`src/rtl/p_beid_interconnect_f0_ahb_mtx_pkg.sv`:
```
// Shared AHB encodings and input-stage state encoding for the matrix.
package p_beid_interconnect_f0_ahb_mtx_pkg;

  typedef enum logic [1:0] {
    HTRANS_IDLE   = 2'b00,
    HTRANS_BUSY   = 2'b01,
    HTRANS_NONSEQ = 2'b10,
    HTRANS_SEQ    = 2'b11
  } htrans_e;

  typedef enum logic [2:0] {
    HBURST_SINGLE = 3'b000,
    HBURST_INCR   = 3'b001,
    HBURST_WRAP4  = 3'b010,
    HBURST_INCR4  = 3'b011,
    HBURST_WRAP8  = 3'b100,
    HBURST_INCR8  = 3'b101,
    HBURST_WRAP16 = 3'b110,
    HBURST_INCR16 = 3'b111
  } hburst_e;

  typedef enum logic [1:0] {
    HRESP_OKAY  = 2'b00,
    HRESP_ERROR = 2'b01,
    HRESP_RETRY = 2'b10,
    HRESP_SPLIT = 2'b11
  } hresp_e;

  // IDLE: nothing pending; HOLD: transfer registered awaiting grant;
  // DATA: granted transfer in data phase; HOLD_DATA: data phase plus held
  // next transfer (unreachable with wait-derived HREADYS).
  typedef enum logic [1:0] {
    ST_IDLE      = 2'b00,
    ST_HOLD      = 2'b01,
    ST_DATA      = 2'b10,
    ST_HOLD_DATA = 2'b11
  } in_state_e;

endpackage

```
`src/rtl/p_beid_interconnect_f0_ahb_mtx_in_hold.sv`:
```
// Address-phase hold register bank with load enable and synchronous clear.
module p_beid_interconnect_f0_ahb_mtx_in_hold
  import p_beid_interconnect_f0_ahb_mtx_pkg::*;
#(
  parameter int unsigned ADDR_WIDTH = 32
) (
  input  logic                  i_clk,
  input  logic                  i_clr,
  input  logic                  i_load,
  input  logic [ADDR_WIDTH-1:0] i_haddr,
  input  logic [1:0]            i_htrans,
  input  logic                  i_hwrite,
  input  logic [2:0]            i_hsize,
  input  logic [2:0]            i_hburst,
  input  logic [3:0]            i_hprot,
  input  logic                  i_hmastlock,
  output logic [ADDR_WIDTH-1:0] o_haddr,
  output logic [1:0]            o_htrans,
  output logic                  o_hwrite,
  output logic [2:0]            o_hsize,
  output logic [2:0]            o_hburst,
  output logic [3:0]            o_hprot,
  output logic                  o_hmastlock
);

  logic [ADDR_WIDTH-1:0] r_haddr;
  logic [1:0]            r_htrans;
  logic                  r_hwrite;
  logic [2:0]            r_hsize;
  logic [2:0]            r_hburst;
  logic [3:0]            r_hprot;
  logic                  r_hmastlock;

  // Clear wins over load; otherwise capture the master's address phase on load.
  always_ff @(posedge i_clk) begin
    if (i_clr) begin
      r_haddr     <= '0;
      r_htrans    <= HTRANS_IDLE;
      r_hwrite    <= 1'b0;
      r_hsize     <= '0;
      r_hburst    <= '0;
      r_hprot     <= '0;
      r_hmastlock <= 1'b0;
    end else if (i_load) begin
      r_haddr     <= i_haddr;
      r_htrans    <= i_htrans;
      r_hwrite    <= i_hwrite;
      r_hsize     <= i_hsize;
      r_hburst    <= i_hburst;
      r_hprot     <= i_hprot;
      r_hmastlock <= i_hmastlock;
    end
  end

  assign o_haddr     = r_haddr;
  assign o_htrans    = r_htrans;
  assign o_hwrite    = r_hwrite;
  assign o_hsize     = r_hsize;
  assign o_hburst    = r_hburst;
  assign o_hprot     = r_hprot;
  assign o_hmastlock = r_hmastlock;

endmodule

```
`src/rtl/p_beid_interconnect_f0_ahb_mtx_in_stage.sv`:
```
// AHB matrix input stage: holds a master transfer until the output-stage
// arbiter grants it, and routes data-phase ready/response back to the master.
module p_beid_interconnect_f0_ahb_mtx_in_stage
  import p_beid_interconnect_f0_ahb_mtx_pkg::*;
#(
  parameter int unsigned ADDR_WIDTH = 32
) (
  input  logic                  HCLK,
  input  logic                  HRESETn,
  input  logic                  HSELS,
  input  logic [ADDR_WIDTH-1:0] HADDRS,
  input  logic [1:0]            HTRANSS,
  input  logic                  HWRITES,
  input  logic [2:0]            HSIZES,
  input  logic [2:0]            HBURSTS,
  input  logic [3:0]            HPROTS,
  input  logic                  HMASTLOCKS,
  input  logic                  HREADYS,
  input  logic                  active_trans,
  input  logic                  HREADYM,
  input  logic [1:0]            HRESPM,
  output logic                  trans_pend,
  output logic [ADDR_WIDTH-1:0] HADDRM,
  output logic [1:0]            HTRANSM,
  output logic                  HWRITEM,
  output logic [2:0]            HSIZEM,
  output logic [2:0]            HBURSTM,
  output logic [3:0]            HPROTM,
  output logic                  HMASTLOCKM,
  output logic                  HREADYOUTS,
  output logic [1:0]            HRESPS
);

  in_state_e r_state;
  in_state_e w_next;
  logic      w_new_tran;
  logic      w_load;
  logic      w_held;

  logic [ADDR_WIDTH-1:0] w_hold_haddr;
  logic [1:0]            w_hold_htrans;
  logic                  w_hold_hwrite;
  logic [2:0]            w_hold_hsize;
  logic [2:0]            w_hold_hburst;
  logic [3:0]            w_hold_hprot;
  logic                  w_hold_hmastlock;

  assign w_new_tran = HSELS & HTRANSS[1] & HREADYS;
  assign w_held     = (r_state == ST_HOLD);

  p_beid_interconnect_f0_ahb_mtx_in_hold #(
    .ADDR_WIDTH(ADDR_WIDTH)
  ) u_hold (
    .i_clk       (HCLK),
    .i_clr       (~HRESETn),
    .i_load      (w_load),
    .i_haddr     (HADDRS),
    .i_htrans    (HTRANSS),
    .i_hwrite    (HWRITES),
    .i_hsize     (HSIZES),
    .i_hburst    (HBURSTS),
    .i_hprot     (HPROTS),
    .i_hmastlock (HMASTLOCKS),
    .o_haddr     (w_hold_haddr),
    .o_htrans    (w_hold_htrans),
    .o_hwrite    (w_hold_hwrite),
    .o_hsize     (w_hold_hsize),
    .o_hburst    (w_hold_hburst),
    .o_hprot     (w_hold_hprot),
    .o_hmastlock (w_hold_hmastlock)
  );

  // State register; reset discards any held transfer.
  always_ff @(posedge HCLK) begin
    if (!HRESETn) r_state <= ST_IDLE;
    else          r_state <= w_next;
  end

  // Next state and hold-bank load; a grant in the capture cycle bypasses the hold.
  always_comb begin
    w_next = r_state;
    w_load = 1'b0;
    case (r_state)
      ST_IDLE: begin
        if (w_new_tran) begin
          if (active_trans && HREADYM) begin
            w_next = ST_DATA;
          end else begin
            w_load = 1'b1;
            w_next = ST_HOLD;
          end
        end
      end
      ST_HOLD: begin
        if (active_trans && HREADYM) w_next = ST_DATA;
      end
      ST_DATA: begin
        // A new transfer during a data-phase wait is a protocol error and is dropped.
        if (HREADYM) begin
          if (!w_new_tran) begin
            w_next = ST_IDLE;
          end else if (active_trans) begin
            w_next = ST_DATA;
          end else begin
            w_load = 1'b1;
            w_next = ST_HOLD;
          end
        end
      end
      ST_HOLD_DATA: begin
        w_next = ST_DATA;
      end
      default: begin
        w_next = ST_IDLE;
      end
    endcase
  end

  // Address-phase mux (held vs live) and master-side ready/response.
  always_comb begin
    HADDRM     = HADDRS;
    HTRANSM    = w_new_tran ? HTRANSS : HTRANS_IDLE;
    HWRITEM    = HWRITES;
    HSIZEM     = HSIZES;
    HBURSTM    = HBURSTS;
    HPROTM     = HPROTS;
    HMASTLOCKM = HMASTLOCKS;
    trans_pend = w_new_tran;
    HREADYOUTS = 1'b1;
    HRESPS     = HRESP_OKAY;
    if (w_held) begin
      HADDRM     = w_hold_haddr;
      HTRANSM    = w_hold_htrans;
      HWRITEM    = w_hold_hwrite;
      HSIZEM     = w_hold_hsize;
      HBURSTM    = w_hold_hburst;
      HPROTM     = w_hold_hprot;
      HMASTLOCKM = w_hold_hmastlock;
      trans_pend = 1'b1;
      HREADYOUTS = 1'b0;
    end else if (r_state == ST_DATA || r_state == ST_HOLD_DATA) begin
      HREADYOUTS = HREADYM;
      HRESPS     = HRESPM;
    end
  end

endmodule
```
`config.mk`:
```
export PLATFORM = sky130hd
export DESIGN_NAME = p_beid_interconnect_f0_ahb_mtx_in_stage
export DESIGN_NICKNAME = d
export VERILOG_FILES = /design/src/rtl/p_beid_interconnect_f0_ahb_mtx_pkg.sv /design/src/rtl/p_beid_interconnect_f0_ahb_mtx_in_hold.sv /design/src/rtl/p_beid_interconnect_f0_ahb_mtx_in_stage.sv
export SDC_FILE = /design/constraint.sdc
export NUM_CORES = 1
export LEC_CHECK = 0
export BUFFER_PORTS_ARGS = -buffer_cell sky130_fd_sc_hd__clkbuf_2
export CAP_MARGIN = 30
export CORE_ASPECT_RATIO = 1.2
export CORE_MARGIN = 1
export CORE_UTILIZATION = 45
export CTS_CLUSTER_DIAMETER = 30
export CTS_CLUSTER_SIZE = 30
export DETAILED_ROUTE_END_ITERATION = 8
export PLACE_DENSITY = 0.83
export RECOVER_POWER = 100
export SLEW_MARGIN = 15
export SYNTH_ARGS = -nofsm -noshare
export SYNTH_HDL_FRONTEND = slang
export SYNTH_SLANG_ARGS = --single-unit
```
`constraint.sdc`:
```
create_clock -name HCLK -period 3.2 [get_ports HCLK]
set_input_delay 0.64 -clock HCLK [delete_from_list [all_inputs] [get_ports HCLK]]
set_output_delay 0.64 -clock HCLK [all_outputs]
set_load 0.03 [all_outputs]
```
# == Yosys cells after proc, flatten, opt, wreduce, memory -nomap -nowiden ==
# Index checks and enable logic that the tools add are counted.
# W data, S select, Z words.
# word_totals
register_bits,48
input_bits,54
word_cells,46
# op_classes
n_eq_ne,6
mux,26
n_bitwise,2
n_reduce_logical,4
# op_table
cell,n
$mux W32,1
$mux W2,10
$mux W1,10
$pmux W2 S4,1
$mux W3,2
$eq A2 B2 Y1 const B,2
$mux W4,1
$ne A2 B2 Y1 const B,2
$reduce_and A3 Y1,1
$and A1 B1 Y1,2
$eq A2 B1 Y1 const B,1
$logic_not A2 Y1,1
$ne A2 B1 Y1 const B,1
$pmux W1 S2,1
$logic_and A1 B1 Y1,1
$logic_or A1 B1 Y1,1

# == Logic depth before layout (Yosys ltp) ==
# Gate-level depths: netlist of the first run.
# logic_depth
ltp_word,5
depth_mapped,5
mapped_depth_nobuf,3

# == By module ==
# From an unflattened synthesis of the first run, not the netlist that was laid out.
# hier_totals
cells_unflattened,221
area_unflattened_um2,2601.2
# by_module_without_submodules
mod,n_inst,cells_each,area_each_um2,seq_area_each_um2
p_beid_interconnect_f0_ahb_mtx_in_hold,1,148,1670.4,920.9
p_beid_interconnect_f0_ahb_mtx_in_stage,1,73,930.9,40.0

# == Least setup slack after synthesis of the first run ==
# Ideal clock, no wire load.
# synth_timing
path_kind,input port to output port
start,input port HREADYS
end,output port HTRANSM[0]
arrival_time_ns,1.481
t_required_ns,2.560
path_slack_ns,1.079
stages,2
path_buffers,0
path_cell_list,nand3_2 > o21ai_0
# synth_between
elab_chain_len,3
# synth_lines
element,line_no,rtl
from (decl),p_beid_interconnect_f0_ahb_mtx_in_stage.sv:18,"input logic HREADYS,"
$and A1 B1 Y1,p_beid_interconnect_f0_ahb_mtx_in_stage.sv:48,assign w_new_tran = HSELS & HTRANSS[1] & HREADYS;
$mux W2,p_beid_interconnect_f0_ahb_mtx_in_stage.sv:122,HTRANSM = w_new_tran ? HTRANSS : HTRANS_IDLE;
$mux W2,p_beid_interconnect_f0_ahb_mtx_in_stage.sv:131,if (w_held) begin
to (decl),p_beid_interconnect_f0_ahb_mtx_in_stage.sv:24,"output logic [1:0] HTRANSM,"
# Every way passes these cells.

# == Worst setup path after layout of the first run ==
# layout_timing
start,register r_state[1]
end,output port HADDRM[30]
# layout_between
elab_chain_len,2
# layout_lines
element,line_no,rtl
from (decl),p_beid_interconnect_f0_ahb_mtx_in_stage.sv:34,in_state_e r_state;
from (signal assigned),p_beid_interconnect_f0_ahb_mtx_in_stage.sv:76,else r_state <= w_next;
$eq A2 B1 Y1,p_beid_interconnect_f0_ahb_mtx_in_stage.sv:49,assign w_held = (r_state == ST_HOLD);
$mux W32,p_beid_interconnect_f0_ahb_mtx_in_stage.sv:131,
to (decl),p_beid_interconnect_f0_ahb_mtx_in_stage.sv:23,"output logic [ADDR_WIDTH-1:0] HADDRM,"
# Every way passes these cells.

==> flow_summary.yaml, run 1 <==
status:
  status: "complete, but fails checks"
  violations: "DRC, capacitance limit, slew limit"
grt:
  grt_pass1_vias: 2189
  antenna_found_initial: 0
  grt_max_degree: 94
  gr-total-overflow: 0
  gr-usage-all-layers: 0.186
  grt_pass1_wl_um: 9090
synth:
  yosys.cell_count.top_type: "nand2_1"
  yosysUniqueCellTypes: 21
  synthArstFlopShare: 0
  yosys-top-cells-count: "226 x nand2_1, 48 x dfxtp_1, 45 x mux2i_1, 15 x clkbuf_1, 4 x buf_2"
  syn_nets: 415
  synthCells: 361
  synth_edf_count: 0
  postSynthAreaPerCell_um2: 7.04
  syn_area_um2: 2540
  synth_area_leaders: "dfxtp_1 38%, nand2_1 33%, mux2i_1 18%"
  synth_warnings: 0
  yosysTopAreaCellShare: 0.378
  yosysSeqAreaShare: 0.378
  synth_seq_cells: 48
  synth_top_cell_by_area: "dfxtp_1"
  ys.flop_type: "dfxtp_1"
min_path:
  hold_path_end: "u_hold.o_haddr[9]$_SDFFE_PN0P_"
  hold_path.class: "flip-flop to flip-flop"
  worstHoldStart: "u_hold.o_haddr[9]$_SDFFE_PN0P_"
  holdPathStages: 2
cts:
  clk_pin_slew_ps: 90
  root_buffer: "clkbuf_8"
  clockBufferDepth: 2
  cts_buffers: 5
  cts_resized: 0
  cts_setup_buffers: 0
  cts_hold_buf: 0
  htree_levels: 2
  tritoncts: "yes"
  clock_sinks: 48
  clock_latency_ps: 300
detailed_routing:
  vias_per_cell: 4.84
  ant_nets: 0
  wl_per_cell_um: 10.5
  dr.pass1.iters: 6
  drc: 14
  drt_iter0_drc: 124
  routed_wl_um: 5380
  routed-via-count: 2486
placed_design:
  preCtsSetupSlack_ps: 911
  gp_congestion: 0.720
  hpwlAfterDp_um: 3810
  numPortBuffers: 103
setup_path:
  rr_startpoint: "r_state[1]$_SDFFE_PN0P_"
  timing.rr.end: "u_hold.o_haddr[15]$_SDFFE_PN0P_"
  cp-start-kind: "flip-flop"
  path_class: "flip-flop to primary output"
  reg2reg_depth: 4
  reg2reg_setup_slack_ps: 1560
  endpoint_kind: "primary output"
  crit_arrival_ps: 2040
  crit_start: "r_state[1]$_SDFFE_PN0P_"
  required_ps: 2560
  path_max_fanout: 24
cells_and_area:
  drive_gt1_frac: 0.164
  diodes: 0
  area_delta_synth_final_pct: 21.5
  finalNetCount: 505
sta:
  finalSetupTns_ps: 0
  fin_skew_ps: 7.37
  setup_ws_ps: 521
  finalCritPeriodShare: 0.837
  hold-worst-slack_ps: 461
  rsz0062_at_grt: "false"
  fmax_mhz: 373
  finalHoldViolations: 0
  tightestPinTransition_ps: 1670
  setup_viol: 0
  period_minus_slack_ps: 2680
  maxSlewHeadroom: -0.115
  report.final.slew_viol_count: 94
power:
  leakagePower_uw: 0.00143
  power_density_nw_per_um2: 431
  p_total_uw: 1330
  ir_worst_vdd_v: 0.000271
floorplanning:
  die_area_um2: 5950
  core-area_um2: 5370
  die_y_um: 84.3
  pin_count: 104
  die_w_um: 70.6
  rows: 29
  start_util: 0.473
run:
  maxCapViolCount: 1
worst max path at each step:
stage            endpoint  cells past startpoint  slack (ps)
6_report       HADDRM[30]                      5         520
5_1_grt        HADDRM[24]                      5         290
4_1_cts        HADDRM[30]                      5         570
3_5_place_dp   HADDRM[30]                      5         910
3_3_place_gp   HADDRM[30]                      5         950
2_1_floorplan  HTRANSM[0]                      2        1080
power by group:
group	internal, µW	switching [µW]
sequential	615	10.6
combinational	88.0	193
clock	232	192
layer usage:
metal | part of all wire | GRT usage
met1 | 0.46 | 0.230
met2 | 0.47 | 0.327
met3 | 0.054 | 0.0348
met4 | 0.012 | 0.0545
met5 | 0 | 0
registers in the layout, indices dropped and copies added, names as in the netlist:
| register | cells |
|---|---|
| u_hold.o_haddr | 32 |
| u_hold.o_hprot | 4 |
| u_hold.o_hburst | 3 |
| u_hold.o_hsize | 3 |
| r_state | 2 |
| u_hold.o_htrans | 2 |
| u_hold.o_hmastlock | 1 |
| u_hold.o_hwrite | 1 |
cell usage in the layout (no fill, tap or decap):
| cell type | count |
|---|---|
| nand2_1 | 226 |
| clkbuf_2 | 58 |
| dfxtp_1 | 48 |
| clkbuf_1 | 47 |
| mux2i_1 | 45 |
| clkbuf_8 | 5 |
| and2_1 | 3 |
| o21a_1 | 3 |
| buf_4 | 3 |
| nor2_1 | 2 |
| nor2b_4 | 1 |
| nand2b_2 | 1 |
| nand3_2 | 1 |
| o21ai_0 | 1 |
| and2b_4 | 1 |
| o21ai_1 | 1 |
| nor4_4 | 1 |
| nor2b_1 | 1 |
| o31a_1 | 1 |
| clkinv_2 | 1 |
| bufinv_16 | 1 |
| buf_12 | 1 |
cell families after synthesis:
family                 Yosys count  synth area share
AOI/OAI and AO/OA                6            0.0162
and+or+nand+nor                237             0.368
DFF                             48             0.378
buffers and inverters           25            0.0606
muxes                           45             0.177
layout make-up:
cell class / instances / area [µm²]
Sequential cell: 48 / 961
Timing Repair Buffer: 108 / 505
Clock inverter: 2 / 35.0
Clock buffer: 6 / 72.6
Fill cell: 515 / 2280
Tap cell: 62 / 77.6
Multi-Input combinational cell: 288 / 1440
worst max-delay path, cell delays in order, from the launching register on:
cell and delay [ps]:
dfxtp_1 460, nand2b_2 460, buf_4 350, nand2_1 80, nand2_1 80, clkbuf_1 300
stage by stage:
stage          utilization  area (µm²)  std cells
2_1_floorplan            -        2540        361
3_3_place_gp         0.566        3040        506
3_5_place_dp         0.566        3040        506
4_1_cts              0.586        3150        514
5_1_grt              0.575        3090        514
6_report             0.575        3090        514
Power figures use the tool's default switching activity.
==> inputs of run 2 (changes only) <==
--- a/config.mk
+++ b/config.mk
@@ -9,11 +9,11 @@
 export CAP_MARGIN = 30
 export CORE_ASPECT_RATIO = 1.2
 export CORE_MARGIN = 1
-export CORE_UTILIZATION = 45
+export CORE_UTILIZATION = 44
 export CTS_CLUSTER_DIAMETER = 30
 export CTS_CLUSTER_SIZE = 30
 export DETAILED_ROUTE_END_ITERATION = 8
-export PLACE_DENSITY = 0.83
+export PLACE_DENSITY = 0.85
 export RECOVER_POWER = 100
 export SLEW_MARGIN = 15
 export SYNTH_ARGS = -nofsm -noshare
==> constraint.sdc (replaced) <==
create_clock -name HCLK -period 2.4 [get_ports HCLK]
set_input_delay 0.48 -clock HCLK [delete_from_list [all_inputs] [get_ports HCLK]]
set_output_delay 0.48 -clock HCLK [all_outputs]
set_load 0.03 [all_outputs]
==> run 2 against run 1 <==
- the run ends with DRC left
- first-iteration DRC count is 46% lower
- global-route usage is 0.24 points lower
- sequential power rose by 33%
- via count up 0.60%
- sequential share of layout area shrank 0.46 points
- critical path type unchanged
- critical endpoint is now HTRANSM[1]
- largest cell class unchanged
- largest power group unchanged
==> flow_summary.yaml, run 2 (synthesized netlist as in run 1, its figures left out) <==
placed_design:
  numPortBuffers: 103
  gp_congestion: 0.698
  dpl_cell_area_um2: 3090
  hpwlAfterDp_um: 3890
grt:
  grt_max_degree: 48
  gr-total-overflow: 0
  grt_pass1_vias: 2240
  antenna_found_initial: 0
  grt_pass1_wl_um: 9090
  gr-usage-all-layers: 0.183
setup_path:
  required_ps: 1920
  crit_path_frequent_cell: "clkbuf_2"
  cp_slowest_cell: "dfxtp_1"
  path_class: "flip-flop to primary output"
  cp-start-kind: "flip-flop"
  endpoint_kind: "primary output"
  cp_cell_sequence: "nor2b_4, clkbuf_2, nand2_1, o21ai_1, clkbuf_2"
  slowest_delay_ps: 440
  crit_arrival_ps: 1770
  path_max_fanout: 22
sta:
  tightestPinTransition_ps: 1160
  finalSetupTns_ps: 0
  rsz0062_at_grt: "false"
  finalHoldViolations: 0
  finalCritPeriodShare: 0.940
  maxSlewHeadroom: 0.223
  period_minus_slack_ps: 2250
  fin_skew_ps: 7.28
  setup_viol: 0
  hold-worst-slack_ps: 419
  report.final.slew_viol_count: 0
  fmax_mhz: 443
cells_and_area:
  drive_gt1_frac: 0.254
  largest_reg_flops: 32
  diodes: 0
  layout_common_cells: "226 x nand2_1, 100 x clkbuf_2, 48 x dfxtp_1, 45 x mux2i_1, 7 x clkbuf_8"
  area_delta_synth_final_pct: 23.3
  fin_area_um2: 3130
  fillers: 506
  finalNetCount: 507
  final_common_cell: "nand2_1"
floorplanning:
  die_w_um: 71.4
  die_y_um: 85.3
  rows: 29
  start_util: 0.470
  die_area_um2: 6080
  pin_count: 104
  core-area_um2: 5410
cts:
  clk_pin_slew_ps: 90
  cts_buffers: 5
  clockBufferDepth: 2
  cts_hold_buf: 0
  clock_latency_ps: 290
  root_buffer: "clkbuf_8"
  htree_levels: 2
  clock_sinks: 48
  cts_resized: 0
  tritoncts: "yes"
  cts_setup_buffers: 0
detailed_routing:
  dr.pass1.iters: 6
  drc: 5
  ant_nets: 0
  wl_per_cell_um: 10.4
  vias_per_cell: 4.86
  routed_wl_um: 5380
  drt_iter0_drc: 67
  routed-via-count: 2501
power:
  p_int_uw: 1210
  power_density_nw_per_um2: 552
  p_switching_uw: 523
  power_frac_seq: 0.482
  p_total_uw: 1730
  leakagePower_uw: 0.00156
  p_clk_frac: 0.293
  swShare: 0.302
  power_frac_comb: 0.224
  ir_worst_vdd_v: 0.000328
run:
  maxCapViolCount: 0
min_path:
  hold_path.class: "input port to flip-flop"
status:
  status: "complete, but fails checks"
  violations: "DRC"
==> run 2: cell types whose count changed in the layout (fill, tap and decap cells not counted), sizes merged <==
cell	before	now
bufinv	1	0
buf	4	3
clkinv	1	0
clkbuf	110	114
==> run 2: routing by layer <==
metal	vias to the layer above	track usage	routed length, µm
met2	81	0.336	2570
met3	4	0.0439	313
li1	1303	-	-
met4	0	0.0509	38
met5	-	0	0
met1	1113	0.209	2450
==> run 2: cell type report <==
class / count / area [µm²] / share of cell area
clock buffer: 7 / 96.3 / 0.0307
tap: 62 / 77.6 / 0.0248
multi-input combinational: 288 / 1430 / 0.457
timing repair buffer: 110 / 566 / 0.180
sequential: 48 / 961 / 0.307
==> run 2: path summary, 6_finish.rpt <==
kind	startpoint	endpoint	slack, ps	depth (start not counted)
max	r_state[0]$_SDFFE_PN0P_	HTRANSM[1]	150	5
max reg2reg	r_state[1]$_SDFFE_PN0P_	u_hold.o_haddr[9]$_SDFFE_PN0P_	490	4
min reg2reg	u_hold.o_haddr[4]$_SDFFE_PN0P_	u_hold.o_haddr[4]$_SDFFE_PN0P_	460	2
min	HADDRS[26]	u_hold.o_haddr[26]$_SDFFE_PN0P_	420	3
==> run 2: power groups by stage <==
stage / Clock (µW) / Combinational (µW) / Sequential, µW
6_report: 508 / 388 / 834
2_1_floorplan: 0 / 272 / 849
3_5_place_dp: 0 / 400 / 853
4_1_cts: 522 / 401 / 834
3_3_place_gp: 0 / 394 / 851
5_1_grt: 557 / 424 / 838
==> run 2: critical path, delay by kind of cell, from the launching register on <==
kind                   cells  cell delay [ps]
DFF                        1              440
buffers and inverters      2              620
and+or+nand+nor            2              310
AOI/OAI and AO/OA          1              110
==> run 2: stage by stage <==
stage	utilization	setup WS (ps)	cells
after global routing	0.580	39.6	515
after global placement	0.572	568	508
final	0.580	145	515
after detailed placement	0.572	538	508
after floorplan	-	532	361
after CTS	0.590	202	515
